--- src/rtl/mem_fill_check_if.sv ---
`default_nettype none
// ============================================================================
// Module      : mem_fill_check_if
// Description : Write/read port bundle between the fill+check engine and a
//               register-array memory bank. The master drives the strobes,
//               the shared address and the write data. The slave returns
//               the read data.
// Revision    : 1.0 - initial release
// ============================================================================
interface mem_fill_check_if #(
    parameter int ADDR_W = 11,
    parameter int DATA_W = 18
);
    logic              mem_we;
    logic              mem_re;
    logic [ADDR_W-1:0] mem_addr;
    logic [DATA_W-1:0] mem_wdata;
    logic [DATA_W-1:0] mem_rdata;

    modport master (
        output mem_we,
        output mem_re,
        output mem_addr,
        output mem_wdata,
        input  mem_rdata
    );

    modport slave (
        input  mem_we,
        input  mem_re,
        input  mem_addr,
        input  mem_wdata,
        output mem_rdata
    );
endinterface
`default_nettype wire

--- src/rtl/mem_fill_check.sv ---
`default_nettype none
// ============================================================================
// Module      : mem_fill_check
// Description : Sequential memory initializer and readback checker. It writes
//               an address-derived pattern to locations 0..DEPTH-1. It then
//               reads every location back through a RD_LAT-deep compare
//               pipeline. It reports the mismatch count, the first failing
//               address and a one-cycle done pulse.
// Revision    : 1.0 - initial release
// ============================================================================
module mem_fill_check #(
    parameter int ADDR_W = 11,
    parameter int DATA_W = 18,
    parameter int DEPTH  = 1718,
    parameter int RD_LAT = 1,
    parameter int ERR_W  = 16
) (
    input  wire                clk,
    input  wire                reset,
    input  wire                start,
    input  wire                pattern_sel,
    output logic               busy,
    output logic               done,
    output logic [ERR_W-1:0]   err_count,
    output logic [ADDR_W-1:0]  first_err_addr,
    output logic               err_flag,
    mem_fill_check_if.master   mem
);

    // Sequencer states. The width is wide enough for all five states.
    typedef enum logic [2:0] {
        S_IDLE  = 3'd0,
        S_FILL  = 3'd1,
        S_CHECK = 3'd2,
        S_DRAIN = 3'd3,
        S_DONE  = 3'd4
    } state_t;

    localparam int                c_PW          = (DATA_W > ADDR_W) ? DATA_W : ADDR_W;
    localparam logic [ADDR_W-1:0] c_LAST_ADDR   = ADDR_W'(DEPTH - 1);
    localparam logic [2:0]        c_DRAIN_LAST  = 3'(RD_LAT - 1);
    localparam logic [ERR_W-1:0]  c_ERR_MAX     = '1;

    state_t              r_state;
    state_t              w_state_nxt;
    logic [ADDR_W-1:0]   r_idx;
    logic [ADDR_W-1:0]   w_idx_nxt;
    logic [ADDR_W-1:0]   w_idx_inc;
    logic [2:0]          r_drain;
    logic [2:0]          w_drain_nxt;
    logic                r_psel;
    logic                w_psel_nxt;
    logic                w_start_acc;
    logic                w_busy_nxt;
    logic                w_done_nxt;
    logic                w_we_nxt;
    logic                w_re_nxt;
    logic [ADDR_W-1:0]   w_addr_nxt;
    logic [DATA_W-1:0]   w_wdata_nxt;

    // Compare pipeline: read-valid, expected data and address travel
    // alongside the memory read. They line up with mem_rdata at the last stage.
    logic                r_pv    [RD_LAT];
    logic [DATA_W-1:0]   r_pexp  [RD_LAT];
    logic [ADDR_W-1:0]   r_paddr [RD_LAT];
    logic                w_cmp_valid;
    logic                w_cmp_miss;

    // Pattern for address a: zero-extend or truncate to DATA_W, and invert
    // if requested.
    function automatic logic [DATA_W-1:0] f_pat(input logic [ADDR_W-1:0] a, input logic inv);
        logic [c_PW-1:0] w_ext;
        w_ext             = '0;
        w_ext[ADDR_W-1:0] = a;
        f_pat             = inv ? ~w_ext[DATA_W-1:0] : w_ext[DATA_W-1:0];
    endfunction

    assign w_idx_inc = r_idx + 1'b1;

    // State register
    always_ff @(posedge clk or posedge reset) begin
        if (reset) begin
            r_state <= S_IDLE;
        end else begin
            r_state <= w_state_nxt;
        end
    end

    // Next-state logic and next values for every registered output. At the
    // last address the index is not incremented, so it never wraps past
    // DEPTH-1.
    always_comb begin
        w_state_nxt = r_state;
        w_idx_nxt   = r_idx;
        w_drain_nxt = r_drain;
        w_psel_nxt  = r_psel;
        w_start_acc = 1'b0;
        w_busy_nxt  = 1'b1;
        w_done_nxt  = 1'b0;
        w_we_nxt    = 1'b0;
        w_re_nxt    = 1'b0;
        w_addr_nxt  = '0;
        w_wdata_nxt = '0;
        case (r_state)
            S_IDLE: begin
                w_busy_nxt = 1'b0;
                if (start) begin
                    w_state_nxt = S_FILL;
                    w_start_acc = 1'b1;
                    w_psel_nxt  = pattern_sel;
                    w_idx_nxt   = '0;
                    w_busy_nxt  = 1'b1;
                    w_we_nxt    = 1'b1;
                    w_addr_nxt  = '0;
                    w_wdata_nxt = f_pat('0, pattern_sel);
                end
            end
            S_FILL: begin
                if (r_idx == c_LAST_ADDR) begin
                    w_state_nxt = S_CHECK;
                    w_idx_nxt   = '0;
                    w_re_nxt    = 1'b1;
                    w_addr_nxt  = '0;
                end else begin
                    w_idx_nxt   = w_idx_inc;
                    w_we_nxt    = 1'b1;
                    w_addr_nxt  = w_idx_inc;
                    w_wdata_nxt = f_pat(w_idx_inc, r_psel);
                end
            end
            S_CHECK: begin
                if (r_idx == c_LAST_ADDR) begin
                    w_state_nxt = S_DRAIN;
                    w_drain_nxt = '0;
                end else begin
                    w_idx_nxt  = w_idx_inc;
                    w_re_nxt   = 1'b1;
                    w_addr_nxt = w_idx_inc;
                end
            end
            S_DRAIN: begin
                if (r_drain == c_DRAIN_LAST) begin
                    w_state_nxt = S_DONE;
                    w_done_nxt  = 1'b1;
                end else begin
                    w_drain_nxt = r_drain + 3'd1;
                end
            end
            S_DONE: begin
                w_state_nxt = S_IDLE;
                w_busy_nxt  = 1'b0;
            end
            default: begin
                w_state_nxt = S_IDLE;
                w_busy_nxt  = 1'b0;
            end
        endcase
    end

    // Register the counters and all memory-port and status outputs
    always_ff @(posedge clk or posedge reset) begin
        if (reset) begin
            r_idx         <= '0;
            r_drain       <= '0;
            r_psel        <= 1'b0;
            busy          <= 1'b0;
            done          <= 1'b0;
            mem.mem_we    <= 1'b0;
            mem.mem_re    <= 1'b0;
            mem.mem_addr  <= '0;
            mem.mem_wdata <= '0;
        end else begin
            r_idx         <= w_idx_nxt;
            r_drain       <= w_drain_nxt;
            r_psel        <= w_psel_nxt;
            busy          <= w_busy_nxt;
            done          <= w_done_nxt;
            mem.mem_we    <= w_we_nxt;
            mem.mem_re    <= w_re_nxt;
            mem.mem_addr  <= w_addr_nxt;
            mem.mem_wdata <= w_wdata_nxt;
        end
    end

    // Shift each issued read into the compare pipeline. Stage 0 is loaded
    // on the same edge at which the memory samples the read.
    always_ff @(posedge clk or posedge reset) begin
        if (reset) begin
            for (int j = 0; j < RD_LAT; j++) begin
                r_pv[j]    <= 1'b0;
                r_pexp[j]  <= '0;
                r_paddr[j] <= '0;
            end
        end else begin
            r_pv[0]    <= mem.mem_re;
            r_pexp[0]  <= f_pat(mem.mem_addr, r_psel);
            r_paddr[0] <= mem.mem_addr;
            for (int j = 1; j < RD_LAT; j++) begin
                r_pv[j]    <= r_pv[j-1];
                r_pexp[j]  <= r_pexp[j-1];
                r_paddr[j] <= r_paddr[j-1];
            end
        end
    end

    assign w_cmp_valid = r_pv[RD_LAT-1];
    assign w_cmp_miss  = w_cmp_valid && (mem.mem_rdata != r_pexp[RD_LAT-1]);

    // Accumulate mismatches. The count saturates, and the first failing
    // address is kept until the next accepted start.
    always_ff @(posedge clk or posedge reset) begin
        if (reset) begin
            err_count      <= '0;
            first_err_addr <= '0;
            err_flag       <= 1'b0;
        end else if (w_start_acc) begin
            err_count      <= '0;
            first_err_addr <= '0;
            err_flag       <= 1'b0;
        end else if (w_cmp_miss) begin
            if (err_count != c_ERR_MAX) begin
                err_count <= err_count + 1'b1;
            end
            if (!err_flag) begin
                first_err_addr <= r_paddr[RD_LAT-1];
                err_flag       <= 1'b1;
            end
        end
    end

endmodule
`default_nettype wire

--- src/flat_wrapper.sv ---
// flat-port wrapper written by rule: the top's interface ports become plain ports
module mem_fill_check_flat 
#(
    parameter int ADDR_W = 11,
    parameter int DATA_W = 18,
    parameter int DEPTH  = 1718,
    parameter int RD_LAT = 1,
    parameter int ERR_W  = 16
)
  (clk, reset, start, pattern_sel, busy, done, err_count, first_err_addr, err_flag, mem_mem_we, mem_mem_re, mem_mem_addr, mem_mem_wdata, mem_mem_rdata);
  mem_fill_check_if #(.ADDR_W(ADDR_W), .DATA_W(DATA_W)) mem_i ();
  input  wire clk;
  input  wire reset;
  input  wire start;
  input  wire pattern_sel;
  output logic busy;
  output logic done;
  output logic [ERR_W-1:0] err_count;
  output logic [ADDR_W-1:0] first_err_addr;
  output logic err_flag;
  output wire logic [$bits(mem_i.mem_we)-1:0] mem_mem_we;
  output wire logic [$bits(mem_i.mem_re)-1:0] mem_mem_re;
  output wire logic [$bits(mem_i.mem_addr)-1:0] mem_mem_addr;
  output wire logic [$bits(mem_i.mem_wdata)-1:0] mem_mem_wdata;
  input wire logic [$bits(mem_i.mem_rdata)-1:0] mem_mem_rdata;
  assign mem_mem_we = mem_i.mem_we;
  assign mem_mem_re = mem_i.mem_re;
  assign mem_mem_addr = mem_i.mem_addr;
  assign mem_mem_wdata = mem_i.mem_wdata;
  assign mem_i.mem_rdata = mem_mem_rdata;
  mem_fill_check #(.ADDR_W(ADDR_W), .DATA_W(DATA_W), .DEPTH(DEPTH), .RD_LAT(RD_LAT), .ERR_W(ERR_W)) u_core (.clk(clk), .reset(reset), .start(start), .pattern_sel(pattern_sel), .busy(busy), .done(done), .err_count(err_count), .first_err_addr(first_err_addr), .err_flag(err_flag), .mem(mem_i));
endmodule
--- config.mk ---
export PLATFORM = sky130hd
export DESIGN_NAME = mem_fill_check_flat
export DESIGN_NICKNAME = d
export VERILOG_FILES = /design/src/rtl/mem_fill_check_if.sv /design/src/rtl/mem_fill_check.sv /design/src/flat_wrapper.sv
export SDC_FILE = /design/constraint.sdc
export NUM_CORES = 1
export LEC_CHECK = 0
export CORE_MARGIN = 5
export CORE_UTILIZATION = 52
export DETAILED_ROUTE_END_ITERATION = 8
export PLACE_DENSITY = 0.8
export SYNTH_ARGS = -nofsm -noshare
export SYNTH_HDL_FRONTEND = slang
export SYNTH_SLANG_ARGS = --single-unit
--- constraint.sdc ---
create_clock -name clk -period 3.7 [get_ports clk]
set_clock_uncertainty 0.1 [all_clocks]
set_input_delay 0.555 -clock clk [delete_from_list [all_inputs] [get_ports clk]]
set_output_delay 0.555 -clock clk [all_outputs]
set_load 0.1 [all_outputs]
Word-level counts from Yosys, hierarchy flattened
Cells that the tools add are included.
Widths: inputs -> output; s select.

word-level totals
  latch bits = 0
  memories kept = 0
  register bits after elaboration = 109
  logic and storage cells = 85
  RAM bits = 0
  output and inout port bits = 61
  memory bits (read-only) = 0

cells by class
  muxes and demuxes = 36
  $mul = 0
  reductions and logical operators = 15
  eq/ne operators = 13
  bitwise gates (word level) = 2
  add/subtract/negate cells = 3
  $lt $le $gt $ge = 0
  shifts and indexed selects = 0
  div/mod/pow operators = 0

operator list
  cell                   count
  $mux 18                5
  $mux 11                7
  $mux 16                3
  $not 11->18            2
  $pmux 18 s2            1
  $pmux 11 s3            1
  $mux 3                 6
  $ne 18x18->1           1
  $add 16x1->16 const B  1
  $ne 16x16->1 const B   1
  $pmux 3 s4             1
  $add 11x1->11 const B  1
  $eq 11x11->1 const B   1
  $mux 1                 8
  $ne 2x2->1 const B     4
  $eq 3x2->1 const B     2
  $logic_not 3->1        2
  $ne 2x1->1 const B     3
  $pmux 1 s2             3
  $pmux 3 s2             1
  $reduce_and 2->1       3
  $reduce_and 3->1       2
  $reduce_bool 2->1      3
  $reduce_and 4->1       1
  6 further kinds        6

Longest topological paths before layout
  depth after elaboration = 5
  depth in mapped cells = 9

Least setup slack after synthesis
Ideal clock, no wire load.

  kind = register -> register
  start = register u_core.err_count[1]
  end = register u_core.err_count[10]
  stages on the path, launching flop included = 7
  period minus slack after synthesis = 2665 ps
  data arrival time = 2492 ps
  library setup time = 73 ps
  required time = 3527 ps
  path slack = 1035 ps
  path through = dfrtp_1 > ha_1 > nand4_1 > nor2_1 > nand2_1 > or4_2 > a21oi_2

on the way
  cells in the longest elaborated chain, start to end = 4
  elaborated cells on any way between the ends = 7
  classes of those cells = add/sub: 1; eq/ne: 1; mux: 3; reduce/logical: 2

ends and longest elaborated chain
  item                      line                   RTL
  start: declaration        mem_fill_check.sv:24   output logic [ERR_W-1:0] err_count,
  start signal: assignment  mem_fill_check.sv:222  err_count <= err_count + 1'b1;
  $add 16x1->16             mem_fill_check.sv:222
  $mux 16                   mem_fill_check.sv:221  if (err_count != c_ERR_MAX) begin
  $mux 16                   mem_fill_check.sv:220  end else if (w_cmp_miss) begin
  $mux 16                   mem_fill_check.sv:216  end else if (w_start_acc) begin

Parallel ways exist; a longest one is shown, timed or not. The select of a mux whose other input is x is not followed.
A chain may end at the register's enable or synchronous reset.

==> results_dict.tcl <==
set metrics [dict create \
    worst-path-buf-inv 1 \
    tightest_slew_ns 1.02 \
    ys_seq_area_share_pct 56.1 \
    place_congestion 0.844 \
    status "complete, no violations" \
    tritoncts "built" \
    start_util_pct 53.0 \
    arrival_ns 2.01 \
    grt_pass1_vias 3114 \
    synth_seq_cells 97 \
    final-setup-viol-count 0 \
    antenna_found_initial 0 \
    synthCells 392 \
    combPwrFrac_pct 41.2 \
    r2r_end "u_core.r_idx[10]" \
    synth_top_area_share_pct 56.1 \
    path_max_fanout 7 \
    syn_nets 419 \
    critPathLaunchType "flop" \
    finalMaxSlewViolations 0 \
    cp_slowest_cell "clkdlybuf4s50_1" \
    ys_types 55 \
    hp-start "u_core.mem.mem_re" \
    cts_buffer_depth 2 \
    intPower_mw 1.91 \
    htree_levels 3 \
    route.vias.total 3088 \
    clkTransAtPathRegs_ns 0.09 \
    hold_slack_ns 0.289 \
    cts-buffers-inserted 9 \
    synth_top_area_cell "dfrtp_1" \
    drt_first_iter_violations 75 \
    hp-class "reg2reg" \
    yosys_most_used_dff "dfrtp_1" \
    area_delta_synth_final_pct 23.8 \
    crit_chain "clkdlybuf4s50_1" \
    cp_slowest_stage_delay_ns 1.19 \
    portBuffers 82 \
    die_h_um 101 \
    wl_mm 9.13 \
    yosys_warnings 0 \
    remaining_drc_errors 0 \
    wl_per_cell_um 15.9 \
    nets 491 \
    first_pass_iters 4 \
    rows 33 \
    worstRegToRegCells 6 \
    endpoint_kind "output port" \
    grt_pass1_wl_mm 15.4 \
    path_class "reg2out" \
    clockRootBuffer "clkbuf_8" \
    diodes 0 \
    finalWorstSetupSlack_ns 1.04 \
    worstSkewPairLatency_ns 0.37 \
    power_mw 3.55 \
    cts.sinks 97 \
    io_pins 83 \
    min_delay_path_depth 0 \
    coreArea_mm2 0.00818 \
    final_antenna_net_count 0 \
    finalCritPeriodShare_pct 71.9 \
    switching_share_pct 46.2 \
    leakage_nw 2.38 \
    vias_per_cell 5.39 \
    p_seq_share_pct 40.6 \
    cts_resized 0 \
    layout-drive-gt1-share_pct 9.83 \
    setup_tns_ns 0 \
    dieArea_mm2 0.0103 \
    avgSynthCellArea_um2 11.0 \
    cap_viol_max_count 0 \
    crit_required_ns 3.04 \
    ir_worst_vdd_uv 546 \
    power.density_mw_per_mm2 662 \
    postCtsSetupBuffers 0 \
    cpLargestDelayFamily "buffers and inverters" \
    reg2reg_slack_ns 1.35 \
    rsz0062_at_grt "no" \
    die_x_um 101 \
    power_frac_clock_pct 18.2 \
    async_reset_ff_share_pct 100 \
    dp_slack_ns 0.969 \
    overflow 0 \
    syn_area_mm2 0.00433 \
    grt_max_degree 58 \
    r2r_start "u_core.r_idx[2]" \
    fmax_ghz 0.376 \
    hpwl_mm 6.57 \
    synth_area_leaders "dfrtp_1 56%, xor2_1 6.5%, nand2_1 3.4%, nand3_1 3.1%, o21ai_0 2.9%" \
    hold_viol_final 0 \
    min_to "u_core.r_pv" \
    slew_headroom_pct 31.9 \
    period_minus_slack_ns 2.66 \
    power.switching_mw 1.64 \
    grt_usage_pct 19.1 \
    synth-edff-count 0 \
    hold_buffers 0 \
]
## synthesized netlist by cell type (6+ instances only)
library cell,instances
dfrtp_1,97
nand2_1,39
xor2_1,32
nor2_1,28
nand3_1,27
o21ai_0,25
a21o_1,11
xnor2_1,11
buf_4,9
clkbuf_1,9
a21oi_1,6
inv_1,6
mux2i_1,6
## metrics by stage
| step | utilization [%] | instance area [µm²] | cells |
|---|---|---|---|
| final | 65.6 | 5360 | 573 |
| after global routing | 65.6 | 5360 | 573 |
| after CTS | 65.6 | 5360 | 573 |
| after detailed placement | 63.3 | 5180 | 558 |
| after global placement | 63.3 | 5180 | 558 |
| after floorplan | - | 4330 | 392 |
## registers in the layout, indices dropped and copies added, names as in the netlist, 3 cells and up
register,flops
u_core.mem.mem_addr,11
u_core.r_state,3
u_core.r_idx,11
u_core.r_pexp,12
u_core.r_paddr,11
u_core.r_drain,3
u_core.mem.mem_wdata,12
u_core.first_err_addr,11
u_core.err_count,16
## worst reg2reg max path, delay by kind of cell (launching register included)
| kind | cells | cell delay, ns |
|---|---|---|
| simple gates | 4 | 1.04 |
| flops | 1 | 0.47 |
| compound gates | 2 | 0.64 |
## cells in the final DEF (no fill, tap or decap), types with 5 or more instances in the layout
master	synthesis	routed
a21oi_1	6	6
a21oi_2	5	5
o21ai_0	25	25
nor2_1	28	28
xnor2_1	11	11
inv_1	6	5
ha_1	5	5
clkdlybuf4s50_1	0	82
nand3_1	27	27
o31ai_1	5	5
nand2_1	39	39
dfrtp_1	97	97
xor2_1	32	32
nand2b_1	5	5
mux2i_1	6	6
clkbuf_8	0	9
a21o_1	11	11
## how the worst max path moves through the flow
stage | start | endpoint | depth (start not counted)
after floorplan | reset | u_core.busy | 1
after global placement | mem_mem_rdata[7] | u_core.err_count[8] | 7
after detailed placement | mem_mem_rdata[5] | u_core.err_count[8] | 7
after CTS | u_core.mem.mem_wdata[16] | mem_mem_wdata[11] | 1
after global routing | u_core.mem.mem_wdata[16] | mem_mem_wdata[11] | 1
final | u_core.mem.mem_wdata[16] | mem_mem_wdata[11] | 1
## logic make-up after synthesis
| family | Yosys count | share of synthesized area (%) |
|---|---|---|
| flops | 97 | 56.1 |
| simple gates | 138 | 16.7 |
| mux | 8 | 1.91 |
| compound gates | 72 | 11.4 |
| fa+ha+maj | 5 | 1.45 |
| xor+xnor | 43 | 8.70 |
| buf+inv | 29 | 3.73 |
## final cells by class
class	instances	area, µm²
multi-input combinational	266	1750
timing repair buffer	84	848
fill	654	2810
tap	105	131
sequential	97	2430
inverter	6	23.8
clock inverter	6	60.1
clock buffer	9	124
## power groups by stage
stage	clock network, mW	registers [mW]	logic (mW)
after floorplan	0	2.02	0.565
after global placement	0	1.45	1.45
after detailed placement	0	1.46	1.47
after CTS	0.666	1.44	1.47
after global routing	0.707	1.47	1.54
final	0.647	1.44	1.46
## layer usage
layer	routed length (µm)	vias to the layer above	track usage, %
met5	0	-	0
li1	-	1493	-
met2	4450	84	31.4
met1	4040	1502	25.5
met3	486	9	4.06
met4	144	0	6.24
(Power assumes the default switching activity.)
